==> src/rtl/imem_loader_pkg.sv <==
// Shared types and constants for the instruction-memory boot loader.
package imem_loader_pkg;

    typedef enum logic [2:0] {
        ST_IDLE   = 3'd0,
        ST_LEN_LO = 3'd1,
        ST_LEN_HI = 3'd2,
        ST_DATA   = 3'd3,
        ST_WRITE  = 3'd4,
        ST_DONE   = 3'd5
    } state_t;

    // Header is a little-endian 16-bit word count.
    localparam int HDR_BYTES      = 2;
    // Bytes packed into one 32-bit instruction.
    localparam int BYTES_PER_WORD = 4;

endpackage

==> src/rtl/imem_word_packer.sv <==
// Little-endian byte-to-word packer: byte k of a word lands in bits [8k+7:8k].
// The word output already includes the byte being accepted this cycle, so the
// parent can capture a complete word on the same edge that word_full is high.
module imem_word_packer
    import imem_loader_pkg::*;
(
    input  logic        clk,
    input  logic        rst,
    input  logic        clear,
    input  logic        accept,
    input  logic [7:0]  data,
    output logic [31:0] word,
    output logic        word_full
);

    logic [1:0]  byte_cnt_reg;
    logic [31:0] word_reg;

    // Each lane takes the incoming byte only when it is the lane being filled.
    genvar gi;
    generate
        for (gi = 0; gi < BYTES_PER_WORD; gi++) begin : g_lane
            assign word[gi*8 +: 8] = (accept && (byte_cnt_reg == 2'(gi)))
                                     ? data : word_reg[gi*8 +: 8];
        end
    endgenerate

    assign word_full = accept && (byte_cnt_reg == 2'(BYTES_PER_WORD - 1));

    // Advance the byte counter (wrapping after lane 3) and latch each accepted byte.
    always_ff @(posedge clk) begin
        if (rst || clear) begin
            byte_cnt_reg <= 2'd0;
            word_reg     <= 32'd0;
        end else if (accept) begin
            byte_cnt_reg <= byte_cnt_reg + 2'd1;
            word_reg     <= word;
        end
    end

endmodule

==> src/rtl/imem_loader.sv <==
// Boot-time instruction memory writer: reads a word-count header and a
// little-endian byte stream, writes one 32-bit word per four bytes, and holds
// the CPU in reset for the duration of the load.
module imem_loader
    import imem_loader_pkg::*;
#(
    parameter int MEM_DEPTH = 256,
    parameter int LEN_W     = 16
) (
    input  logic        clk,
    input  logic        rst,
    input  logic        start,
    input  logic        in_valid,
    input  logic [7:0]  in_data,
    output logic        in_ready,
    output logic        wr_en,
    output logic [31:0] wr_addr,
    output logic [31:0] wr_data,
    output logic        cpu_hold,
    output logic        done,
    output logic        err
);

    localparam logic [LEN_W:0] DEPTH_EXT = (LEN_W + 1)'(MEM_DEPTH);

    state_t             state_reg;
    state_t             state_next;
    logic [LEN_W-1:0]   len_reg;
    logic [LEN_W:0]     word_idx_reg;
    logic [LEN_W:0]     word_idx_inc;
    logic [LEN_W-1:0]   len_full;
    logic               accept;
    logic               start_ok;
    logic               len_zero;
    logic               len_over;
    logic               last_word;
    logic               pack_accept;
    logic [31:0]        packed_word;
    logic               word_full;

    assign in_ready     = (state_reg == ST_LEN_LO) || (state_reg == ST_LEN_HI) ||
                          (state_reg == ST_DATA);
    assign wr_en        = (state_reg == ST_WRITE);
    assign accept       = in_valid && in_ready;
    assign start_ok     = start && ((state_reg == ST_IDLE) || (state_reg == ST_DONE));
    // High header byte combined with the low byte already captured.
    assign len_full     = {in_data, len_reg[7:0]};
    assign len_zero     = (len_full == '0);
    assign len_over     = ({1'b0, len_full} > DEPTH_EXT);
    assign word_idx_inc = word_idx_reg + 1'b1;
    assign last_word    = (word_idx_inc == {1'b0, len_reg});
    assign pack_accept  = accept && (state_reg == ST_DATA);

    imem_word_packer u_packer (
        .clk       (clk),
        .rst       (rst),
        .clear     (start_ok),
        .accept    (pack_accept),
        .data      (in_data),
        .word      (packed_word),
        .word_full (word_full)
    );

    // Next-state decision for the load sequencer.
    always_comb begin
        state_next = state_reg;
        case (state_reg)
            ST_IDLE, ST_DONE: if (start) state_next = ST_LEN_LO;
            ST_LEN_LO:        if (accept) state_next = ST_LEN_HI;
            ST_LEN_HI: begin
                if (accept) begin
                    if (len_zero)      state_next = ST_DONE;
                    else if (len_over) state_next = ST_IDLE;
                    else               state_next = ST_DATA;
                end
            end
            ST_DATA:          if (word_full) state_next = ST_WRITE;
            ST_WRITE:         state_next = last_word ? ST_DONE : ST_DATA;
            default:          state_next = ST_IDLE;
        endcase
    end

    // State, header/index counters and registered status/write outputs.
    always_ff @(posedge clk) begin
        if (rst) begin
            state_reg    <= ST_IDLE;
            len_reg      <= '0;
            word_idx_reg <= '0;
            wr_addr      <= 32'd0;
            wr_data      <= 32'd0;
            cpu_hold     <= 1'b0;
            done         <= 1'b0;
            err          <= 1'b0;
        end else begin
            state_reg <= state_next;
            case (state_reg)
                ST_IDLE, ST_DONE: begin
                    if (start) begin
                        done         <= 1'b0;
                        err          <= 1'b0;
                        cpu_hold     <= 1'b1;
                        word_idx_reg <= '0;
                        len_reg      <= '0;
                    end
                end
                ST_LEN_LO: begin
                    if (accept) len_reg[7:0] <= in_data;
                end
                ST_LEN_HI: begin
                    if (accept) begin
                        len_reg <= len_full;
                        if (len_zero) begin
                            done     <= 1'b1;
                            cpu_hold <= 1'b0;
                        end else if (len_over) begin
                            err      <= 1'b1;
                            cpu_hold <= 1'b0;
                        end
                    end
                end
                ST_DATA: begin
                    // Capture the word and its address so they stay stable in WRITE and after.
                    if (word_full) begin
                        wr_data <= packed_word;
                        wr_addr <= 32'({word_idx_reg, 2'b00});
                    end
                end
                ST_WRITE: begin
                    word_idx_reg <= word_idx_inc;
                    if (last_word) begin
                        done     <= 1'b1;
                        cpu_hold <= 1'b0;
                    end
                end
                default: ;
            endcase
        end
    end

endmodule

==> config.mk <==
export PLATFORM = sky130hd
export DESIGN_NAME = imem_loader
export DESIGN_NICKNAME = d
export VERILOG_FILES = /design/src/rtl/imem_loader_pkg.sv /design/src/rtl/imem_word_packer.sv /design/src/rtl/imem_loader.sv
export SDC_FILE = /design/constraint.sdc
export NUM_CORES = 1
export LEC_CHECK = 0
export ABC_CLOCK_PERIOD_IN_PS = 5190
export BUFFER_PORTS_ARGS = -buffer_cell sky130_fd_sc_hd__buf_4
export CAP_MARGIN = 30
export CELL_PAD_IN_SITES_DETAIL_PLACEMENT = 0
export CELL_PAD_IN_SITES_GLOBAL_PLACEMENT = 1
export CORE_MARGIN = 2
export CORE_UTILIZATION = 45
export DETAILED_ROUTE_END_ITERATION = 8
export PLACE_DENSITY_LB_ADDON = 0.1
export SLEW_MARGIN = 20
export SYNTH_ARGS = -nofsm -noshare
export SYNTH_HDL_FRONTEND = slang
export SYNTH_SLANG_ARGS = --single-unit
==> constraint.sdc <==
create_clock -name clk -period 5.19 [get_ports clk]
set_clock_uncertainty 0.15 [all_clocks]
set_input_delay 0.7785 -clock clk [delete_from_list [all_inputs] [get_ports clk]]
set_output_delay 0.7785 -clock clk [all_outputs]
set_load 0.02 [all_outputs]
**Word level (Yosys, flattened, before mapping)**

Cells that the tools add are included.

- Register bits after elaboration: 122
- Input bits: 12
- Output and inout bits: 69

- Add/subtract/negate cells: 2
- $lt $le $gt $ge: 1
- Eq/ne operators: 18
- Mux-type cells: 34
- Bitwise operators: 1
- Reduce and logical (&&, ||, !) cells: 27

Operators with widths:

| cell | count |
|---|---|
| 8-bit two-way mux | 5 |
| 17-bit case mux with 2 select lines | 1 |
| 16-bit two-way mux | 2 |
| 8-bit case mux with 3 select lines | 1 |
| 3-bit two-way mux | 6 |
| 17-bit by 1-bit adder with 17-bit output (second input constant) | 1 |
| 17-bit by 16-bit == test with 1-bit output | 1 |
| 17-bit two-way mux | 1 |
| 16-bit by 9-bit greater-than comparator with 1-bit output (second input constant) | 1 |
| 16-bit logical NOT | 1 |
| 8-bit case mux with 2 select lines | 1 |
| 3-bit case mux with 5 select lines | 1 |
| 5-bit AND reduction | 3 |
| 1-bit two-way mux | 12 |
| 2-bit inequality test (second input constant) | 6 |
| 4-bit AND reduction | 2 |
| 1-bit logical AND | 7 |
| 3-bit by 2-bit == test with 1-bit output (second input constant) | 2 |
| 3-bit == test (second input constant) | 2 |
| 1-bit case mux with 3 select lines | 2 |
| 2-bit nonzero test | 3 |
| 2-bit == test (second input constant) | 2 |
| 1-bit logical OR | 4 |
| 2-bit by 1-bit inequality test with 1-bit output (second input constant) | 2 |
| other kinds (13) | 14 |

**Logic depth before layout (Yosys ltp)**

- Word-level depth: 8
- Depth in mapped cells: 10
- Mapped depth without buffers: 8

**Modules after synthesis**

From an unflattened synthesis, not the netlist that was laid out.

- Cell total of the unflattened synthesis: 756
- Area, all modules: 5979.5 sq um

By module, submodules not included:

| module | times used | cells an instance | area an instance (sq um) |
|---|---|---|---|
| imem_loader | 1 | 562 | 4305.4 |
| imem_word_packer | 1 | 194 | 1674.1 |

**Worst setup path after synthesis**

No wires, ideal clock.

- Kind: reg2reg
- Start: reg word_idx_reg[1]
- End: reg state_reg[1]
- Library setup time: 0.133 ns
- Arrival: 2.281 ns
- Data required time: 4.907 ns
- Slack: 2.626 ns
- Stages on the path, launching flop included: 11
- Path through: dfxtp_1 -> ha_1 -> clkbuf_1 -> and3_1 -> clkbuf_1 -> nand2_1 -> or4_1 -> nand2_1 -> nand4_1 -> a311oi_2 -> a21oi_1

- Word-level cells in the longest chain between the ends: 4

Ends and longest elaborated chain:

| what | RTL line | source |
|---|---|---|
| from (decl) | imem_loader.sv:29 | `logic [LEN_W:0] word_idx_reg;` |
| from (signal assigned) | imem_loader.sv:129 | `word_idx_reg <= word_idx_inc;` |
| 17-bit by 1-bit adder with 17-bit output | imem_loader.sv:50 | `assign word_idx_inc = word_idx_reg + 1'b1;` |
| 17-bit by 16-bit == test with 1-bit output | imem_loader.sv:51 | `assign last_word = (word_idx_inc == {1'b0, len_reg});` |
| 3-bit two-way mux | imem_loader.sv:78 | `ST_WRITE: state_next = last_word ? ST_DONE : ST_DATA;` |
| 3-bit case mux with 5 select lines | imem_loader.sv:67 | `case (state_reg)` |
| to (signal assigned) | imem_loader.sv:95 | `state_reg <= state_next;` |
| to (decl) | imem_loader.sv:26 | `state_t state_reg;` |

No other way between the ends.
A chain may end at the register's enable or synchronous reset.

**Final worst setup path**

- Start: reg word_idx_reg[3]
- End: reg state_reg[1]

The elaborated chain is that of the path after synthesis.

==> qor.txt <==
outcome: finished clean
FFs w/ async S/R, synth: 0%
core area: 10900 um2
clock latency on the worst-skew pair: 0.42 ns
Psw: 0.529 mW
Power Dens Cells: 373 nW/um2
leakage: 2.44 nW
layout cell share with drive strength beyond 1: 15.9%
Post-DP HPWL: 8850 um
maximum fanout along the worst path: 9
vias in the first global route: 4099
critical path class: reg -> reg
R2R Path Start: word_idx_reg[3]$_SDFFE_PP0P_
Starting Density: 46.6%
R2R depth: 7
Critical Path Start: word_idx_reg[3]$_SDFFE_PP0P_
crit path launch type: register
fin crit period: 3.08 ns
TritonRoute pass-1 iters: 5
CTS root buf: clkbuf_16
Syn. warnings: 0
post-synthesis mux area share: 5.11%
max reg flops: 32
Post-CTS Setup Inserts: 0
P_int: 1.79 mW
worst r2r dst: state_reg[1]$_SDFFE_PP0P_
Clk pwr share: 55.1%
Worst Tran Pin Value: 0.944 ns
MaxCap Viol Count: 0
compound-cell area share of the yosys netlist: 17.7%
total negative slack: 0 ns
initial antenna violation count: 0
TritonCTS clock tree: done
count of final hold-check violations: 0
final core occ: 56.9%
WL final: 13400 um
first-pass GRT wire length: 21500 um
top-level I/O count: 81
clk slew on worst S/H paths: 0.05 ns
Rows: 38
Post-layout nets: 675
hold_sp: wr_addr[5]$_SDFFE_PP0P_
hold path cells: 2
post-synthesis adder-cell area fraction: 1.23%
Synth Instances: 616
IO buf count: 65
GRT Util Overall: 22.1%
Final period util: 59.3%
largest net degree at the start of global routing: 74
relative slew slack: 36.5%
simple-gate area share of the yosys netlist: 21.3%
Post-synth EDFFs: 0
TritonCTS Buffers: 17
Post-Synthesis Cell Area: 5100 um2
XOR/XNOR Fraction of Synth Area: 3.61%
GPL Wtd Cong: 0.891
vias per cell: 5.59
DRT iter0 DRCs: 235
DIE HEIGHT: 110 um
combinational share of power: 6.1%
synthesized flop and latch total: 114
vias post-DR: 4530
fmax: 0.325 GHz
Hold Path Sink: wr_addr[5]$_SDFFE_PP0P_
H-tree levels: 4
mean routed wirelength per cell: 16.5 um
main combinational cell family by area after synthesis: simple AND/OR/NAND/NOR gates
post-cts resize count: 0
Final setup viols: 0
Final ANT Viol Nets: 0
# hold bufs at CTS: 0
Worst R2R Setup Slack: 2.11 ns
clock buffer depth: 2
Worst VDD drop: 0.281 mV
# diodes: 0
DRC viols: 0
area grow syn2layout: 22.2%
Sequential Power Share: 38.8%
min-delay worst type: reg -> reg
crit path capture type: register
CP arrival: 3.21 ns
area of the die: 12200 um2
sequential share of the synthesized area: 44.8%
clock sink count: 114
predominant post-synthesis flop cell: dfxtp_1
unrepaired setup endpoints after global routing: false
Distinct cells, synth: 55
WP data required: 5.32 ns
Mean Syn Cell Area: 8.27 um2
Max Slew Vio Count: 0
die width: 110 um
grt total ovfl: 0
Sw Share: 22.8%
## routing by layer
layer	wire (um)	part of all wire, %	track usage (%)	vias up
li1	-	-	-	2213
met1	6070	45	28.6	2161
met2	6290	47	35.3	137
met3	778	5.8	5.98	19
met4	223	1.7	8.50	0
met5	0	0	0	-
## cell usage in the layout (no fill, tap or decap), types with 4 or more instances in the layout
| cell type | n |
|---|---|
| nand3_1 | 21 |
| xor2_1 | 6 |
| a22oi_1 | 8 |
| bufinv_16 | 5 |
| xnor2_1 | 15 |
| or3_1 | 5 |
| clkbuf_16 | 17 |
| nor3_1 | 10 |
| a211oi_1 | 29 |
| a21oi_1 | 49 |
| mux2i_1 | 26 |
| o21ai_0 | 20 |
| nor2_1 | 83 |
| ha_1 | 5 |
| o31ai_1 | 5 |
| o22ai_1 | 4 |
| inv_1 | 8 |
| nand2b_1 | 7 |
| nand4_1 | 6 |
| buf_4 | 67 |
| nand2_1 | 85 |
| conb_1 | 15 |
| dfxtp_1 | 114 |
## kinds of logic after synthesis
kind of cell | after synthesis
buffers and inverters | 68
AND/OR/NAND/NOR | 241
other | 1
adder cells (fa/ha/maj) | 5
flip-flops | 114
XOR/XNOR | 21
multiplexers | 26
AO/OA/AOI/OAI | 140
## critical path, cell delays in order (launching register included)
cell and delay (ns):
dfxtp_1 0.52, nand4_1 0.39, nor2_1 0.57, nand2_1 0.17
xnor2_1 0.16, or3_1 0.33, a311oi_2 0.51, a21oi_1 0.13
## Yosys cell counts, drive strengths merged (2+ instances only)
cell	instances	area (um2)
a2111oi	2	23.8
and2	2	12.5
ha	5	62.6
o22ai	4	25.0
clkbuf	36	135
mux2i	26	260
a221oi	3	26.3
o41ai	3	26.3
a21oi	49	245
o31ai	5	37.5
nor4	3	18.8
nor3b	3	22.5
dfxtp	114	2280
nand2	85	319
or3	7	46.3
nor2	83	312
nand3b	2	15.0
o211ai	2	15.0
nand3	21	105
xnor2	15	131
a21boi	3	22.5
xor2	6	52.6
a22oi	8	60.1
nand4	7	58.8
a31oi	2	12.5
and3	4	26.3
a211oi	29	218
inv	8	30.0
buf	24	151
o21ai	21	105
nor3	10	50.1
and4	2	17.5
nand2b	7	43.8
## area by class of cell
| class | instances | area, um2 |
|---|---|---|
| fillers | 1007 | 4710 |
| multi-input cells | 448 | 2550 |
| flip-flops and latches | 114 | 2280 |
| repair buffers | 69 | 536 |
| clock buffers | 19 | 443 |
| clock inverters | 13 | 209 |
| well taps | 140 | 175 |
| inverters | 8 | 30.0 |
## power by group through the flow
stage / registers [mW] / clock network (mW) / logic [mW]
6_report: 0.902 / 1.28 / 0.142
5_1_grt: 0.903 / 1.34 / 0.156
3_3_place_gp: 0.919 / 0 / 0.139
2_1_floorplan: 0.913 / 0 / 0.109
4_1_cts: 0.901 / 1.29 / 0.141
3_5_place_dp: 0.919 / 0 / 0.140
## metrics by stage
| stage | hold slack, ns | std cells | area [um2] | power [mW] | worst slack, ns |
|---|---|---|---|---|---|
| 6_report | 0.302 | 811 | 6230 | 2.32 | 2.11 |
| 5_1_grt | 0.322 | 811 | 6230 | 2.39 | 1.86 |
| 3_5_place_dp | 0.298 | 777 | 5540 | 1.06 | 2.10 |
| 3_3_place_gp | 0.294 | 777 | 5540 | 1.06 | 2.16 |
| 4_1_cts | 0.305 | 809 | 6190 | 2.34 | 2.18 |
| 2_1_floorplan | 0.293 | 630 | 5150 | 1.02 | 2.63 |
## worst max-delay path by stage
stage / to / depth (start not counted) / slack, ns
after floorplan: state_reg[1]$_SDFFE_PP0P_ / 10 / 2.63
after global placement: wr_data[19]$_SDFFE_PP0P_ / 7 / 2.16
after detailed placement: wr_data[18]$_SDFFE_PP0P_ / 7 / 2.10
after CTS: state_reg[1]$_SDFFE_PP0P_ / 7 / 2.18
after global routing: state_reg[1]$_SDFFE_PP0P_ / 7 / 1.86
final: state_reg[1]$_SDFFE_PP0P_ / 7 / 2.11
Note: power is estimated with default switching activity, not from simulation.
